$ cat config.mk
export PLATFORM = sky130hd
export DESIGN_NAME = dreg_share_arbiter
export DESIGN_NICKNAME = d
export VERILOG_FILES = /design/src/rtl/dreg_share_arbiter.sv
export SDC_FILE = /design/constraint.sdc
export NUM_CORES = 1
export LEC_CHECK = 0
export CAP_MARGIN = 30
export CORE_MARGIN = 1
export CORE_UTILIZATION = 30
export CTS_BUF_LIST = sky130_fd_sc_hd__clkbuf_8
export DETAILED_ROUTE_END_ITERATION = 6
export GPL_TIMING_DRIVEN = 0
export PLACE_DENSITY_LB_ADDON = 0.25
export SYNTH_ARGS = -nofsm -noshare
export SYNTH_HDL_FRONTEND = slang
export SYNTH_SLANG_ARGS = --single-unit
$ cat constraint.sdc
create_clock -name clk -period 2.16 [get_ports clk]
set_input_delay 0.432 -clock clk [delete_from_list [all_inputs] [get_ports clk]]
set_output_delay 0.432 -clock clk [all_outputs]
set_load 0.01 [all_outputs]
$ cat src/rtl/dreg_share_arbiter.sv
// dreg_share_arbiter: round-robin arbiter sharing one registered data word among requesters
module dreg_share_arbiter #(
  parameter int WIDTH   = 8,
  parameter int NREQ    = 4,
  parameter int TIMEOUT = 16,
  localparam int OW = (NREQ > 2) ? $clog2(NREQ) : 1,
  localparam int CW = (TIMEOUT > 1) ? $clog2(TIMEOUT) : 1
) (
  input  logic                  clk,
  input  logic                  rst_n,
  input  logic [NREQ-1:0]       req,
  input  logic [NREQ*WIDTH-1:0] wdata,
  output logic [NREQ-1:0]       gnt,
  output logic [WIDTH-1:0]      q,
  output logic                  q_valid,
  output logic [OW-1:0]         owner,
  output logic                  err
);
  typedef enum logic {IDLE, HOLD} state_t;
  state_t        r_state;
  logic [OW-1:0] r_ptr;
  logic [CW-1:0] r_cnt;
  logic [OW-1:0] w_win;
  logic          w_any;
  int            w_j;
  always_comb begin
    w_win = '0;
    w_any = 1'b0;
    w_j   = 0;
    for (int k = 0; k < NREQ; k++) begin
      w_j = int'(r_ptr) + k;
      if (w_j >= NREQ) w_j = w_j - NREQ;
      if (!w_any && req[w_j]) begin
        w_any = 1'b1;
        w_win = OW'(w_j);
      end
    end
  end
  always_ff @(posedge clk) begin
    if (!rst_n) begin
      r_state <= IDLE;
      r_ptr   <= '0;
      r_cnt   <= '0;
      gnt     <= '0;
      q       <= '0;
      q_valid <= 1'b0;
      owner   <= '0;
      err     <= 1'b0;
    end else begin
      err <= 1'b0;
      if (r_state == IDLE) begin
        if (w_any) begin
          gnt     <= NREQ'(1) << w_win;
          q       <= wdata[int'(w_win)*WIDTH +: WIDTH];
          owner   <= w_win;
          q_valid <= 1'b1;
          r_ptr   <= (w_win == OW'(NREQ-1)) ? '0 : w_win + 1'b1;
          r_cnt   <= '0;
          r_state <= HOLD;
        end
      end else if (!req[owner]) begin
        gnt     <= '0;
        r_state <= IDLE;
      end else if (r_cnt == CW'(TIMEOUT-1)) begin
        gnt     <= '0;
        err     <= 1'b1;
        r_state <= IDLE;
      end else begin
        r_cnt <= r_cnt + 1'b1;
      end
    end
  end
endmodule

==> results.py, run 1 <==
metrics = {
    "setup_path": {
        "r2r-start": "r_ptr[0]",
        "rrSetupSlack_ns": 0.37,
        "startpoint_type": "input port",
        "worst_path_max_delay_cell": "clkdlybuf4s50_1",
        "critPathMaxFanout": 10,
        "cp-endpoint": "r_ptr[1]",
        "path_cells": "clkdlybuf4s50_1, nand2b_1, a21o_1, or3b_1, buf_6, buf_12, inv_1, ha_1, nand2_1, a21oi_1",
        "critical_path_class": "input port to flip-flop",
        "crit_arrival_ns": 2.18,
        "max_stage_delay_ns": 0.47,
        "crit_path_start": "req[0]",
        "endpoint_kind": "flip-flop",
        "reg2reg_depth": 9,
        "cp_data_required_time_ns": 2.32,
        "rr_endpoint": "r_ptr[1]",
    },
    "logic_synthesis": {
        "syn-num-nets": 169,
        "synthesis.area_sq_um": 1200,
        "yosysMostFrequentCell": "dfxtp_1",
        "yosysSeqAreaShare_pct": 38.3,
        "synth_commonest_cells": "23 x dfxtp_1, 16 x mux2i_1, 15 x nand3_1, 12 x nand2_1",
        "synth.avg_cell_area_sq_um": 9.31,
        "synth_edf_count": 0,
        "yosysWarningCount": 0,
        "ys_top_cells_by_area": "dfxtp_1 38%, mux2i_1 13%, nand3_1 6.3%",
        "synth_area_leader_cell": "dfxtp_1",
        "synthDistinctLibCells": 35,
        "async_flop_share_pct": 0,
        "synth-seq-cells": 23,
        "yosys.area.top_type_share_pct": 38.3,
        "synth_ff_type": "dfxtp_1",
        "postSynthCellCount": 129,
    },
    "timing": {
        "rsz0062_at_grt": "false",
        "final_hold_viol_count": 0,
        "fin_worst_skew_ns": 0.00144,
        "period_minus_slack_ns": 2.02,
        "totalNegativeSetupSlack_ns": 0,
        "tightest_slew_ns": 0.435,
        "fin_crit_sh_pct": 93.7,
        "timing.fmax_mhz": 494,
        "hold_ws_ns": 0.462,
        "final_max_slew_viol_count": 0,
        "setup_ws_ns": 0.136,
        "setup_viol": 0,
        "slew_headroom_pct": 70.7,
    },
    "pwr": {
        "power_mw": 1.23,
        "peakVddDrop_mv": 0.514,
        "switchingPower_mw": 0.371,
        "swShare_pct": 30.0,
        "pwr-share-clk_pct": 21.9,
        "leakagePower_nw": 0.780,
        "p_int_mw": 0.864,
        "seqPwrFrac_pct": 41.4,
        "combPwrFrac_pct": 36.7,
        "p_per_area_nw_per_um2": 662,
    },
    "clock_network": {
        "clockBufferDepth": 2,
        "htreeDepth": 1,
        "cts_tree": "built",
        "cts.clk_slew.worst_paths_ns": 0.08,
        "clock_sink_count": 23,
        "clk_latency_ns": 0.27,
        "clock-root-buffer": "clkbuf_8",
        "cts-buffers-inserted": 3,
        "cts_hold_buf": 0,
    },
    "drt": {
        "drt-initial-drc-count": 51,
        "drc": 0,
        "wl_mm": 3.13,
        "met2_length_mm": 1.57,
        "drt-wirelength-per-cell_microns": 13.3,
        "drtPass1Iterations": 4,
        "vias_per_cell": 5.05,
        "vias": 1186,
        "top_layer": "met4",
        "ant_nets": 0,
        "wl_met1_mm": 1.42,
        "wl_met3_microns": 95,
    },
    "floorplanning": {
        "die_y_microns": 65.3,
        "dieArea_sq_um": 4260,
        "fp-row-count": 22,
        "core_sq_um": 3740,
        "io_pins": 54,
        "start_util_pct": 32.1,
        "die_w_microns": 65.3,
    },
    "layout": {
        "post-route-util_pct": 49.8,
        "diodes": 0,
        "syn2layout_area_growth_pct": 55.2,
        "drive_gt1_share_pct": 7.49,
        "fin_nets": 228,
    },
    "placed_design": {
        "gp_congestion": 0.712,
        "port_buffers": 53,
        "place_hpwl_mm": 2.45,
        "pre_cts_slack_ns": -0.330,
    },
    "grt": {
        "grt_overflow_total": 0,
        "grt_pass1_wl_mm": 5.30,
        "grt_start_max_net_pins": 14,
        "antenna_found_initial": 0,
        "grt_pass1_vias": 1198,
        "grt.total_usage_pct": 16.2,
    },
    "worst_hold_path": {
        "min_path_type": "flip-flop to flip-flop",
    },
    "job": {
        "max_cap_violations": 0,
    },
    "outcome": {
        "status": "finished, final reports clean",
    },
}
## routing by layer
metal | vias up | GRT usage (%)
met4 | 0 | 5.71
li1 | 597 | -
met1 | 560 | 20.8
met3 | 5 | 3.65
met5 | - | 0
met2 | 24 | 26.4
## critical path, delay by kind of cell
kind / cells / cell delay [ns]
adders and majority gates: 1 / 0.22
AOI/OAI and AO/OA: 2 / 0.19
buffers and inverters: 4 / 0.80
and+or+nand+nor: 3 / 0.55
## state kept, by name, indices dropped and copies added (netlist names)
register	count
gnt	4
r_ptr	2
r_cnt	4
r_state	1
q	8
err	1
owner	2
q_valid	1
## cell type report
cell class / count / area, sq um
multi-input cells: 97 / 691
clock buffers: 3 / 41.3
repair buffers: 54 / 546
inverters: 3 / 11.3
plain buffers: 6 / 50.0
fillers: 396 / 1880
well taps: 48 / 60.1
clock inverters: 1 / 5.00
flip-flops and latches: 23 / 460
## kinds of logic (layout without fill, tap and decap cells)
kind of cell | Yosys count | count (layout) | synth area share [%]
AO/OA/AOI/OAI | 24 | 24 | 14.8
XOR/XNOR | 2 | 2 | 1.46
multiplexers | 17 | 17 | 15.5
AND/OR/NAND/NOR | 52 | 52 | 22.7
buffers and inverters | 9 | 67 | 5.10
adder cells (fa/ha/maj) | 2 | 2 | 2.08
flip-flops | 23 | 23 | 38.3
## timing repair
item | 4_1_cts | 5_1_grt
endpoints found under the setup margin | 2 | 11
setup buffers | 1 | 0
resized for setup | 0 | 5
## stage by stage
step | cell area, sq um | std cells
5_1_grt | 1860 | 235
6_report | 1860 | 235
3_5_place_dp | 1790 | 230
3_3_place_gp | 1790 | 230
4_1_cts | 1850 | 235
2_1_floorplan | 1200 | 129
## worst min-delay path by stage
stage | from | endpoint | slack [ns] | cells after the start
floorplan | r_ptr[0] | r_ptr[0] | 0.45 | 2
global placement | gnt[2] | gnt[2] | 0.45 | 2
detailed placement | gnt[2] | gnt[2] | 0.44 | 2
CTS | gnt[2] | gnt[2] | 0.47 | 2
global route | gnt[2] | gnt[2] | 0.49 | 2
finish | gnt[2] | gnt[2] | 0.46 | 2
## placed cells by master (no fill, tap or decap), types with 3 or more instances in the layout
master           synthesis  final
a21oi_1                  8      8
buf_2                    3      3
clkbuf_8                 0      3
clkdlybuf4s50_1          0     50
dfxtp_1                 23     23
dlymetal6s2s_1           0      3
mux2i_1                 16     16
nand2_1                 12     12
nand2b_1                 4      4
nand3_1                 15     14
nor2_1                   7      7
o221ai_1                 8      8
## power by group through the flow
stage / Sequential (mW) / Combinational [mW] / Clock (mW)
after global placement: 0.518 / 0.444 / 0
after detailed placement: 0.520 / 0.448 / 0
after floorplan: 0.535 / 0.227 / 0
after CTS: 0.512 / 0.454 / 0.275
after global routing: 0.520 / 0.495 / 0.295
final: 0.512 / 0.453 / 0.270
(Power assumes the default switching activity.)
==> inputs of run 2 (changes only) <==
ABC_CLOCK_PERIOD_IN_PS = 2160   (was unset)
==> results of run 2 <==
Same layout as run 1: the final DEF is identical, and so are final timing and power.
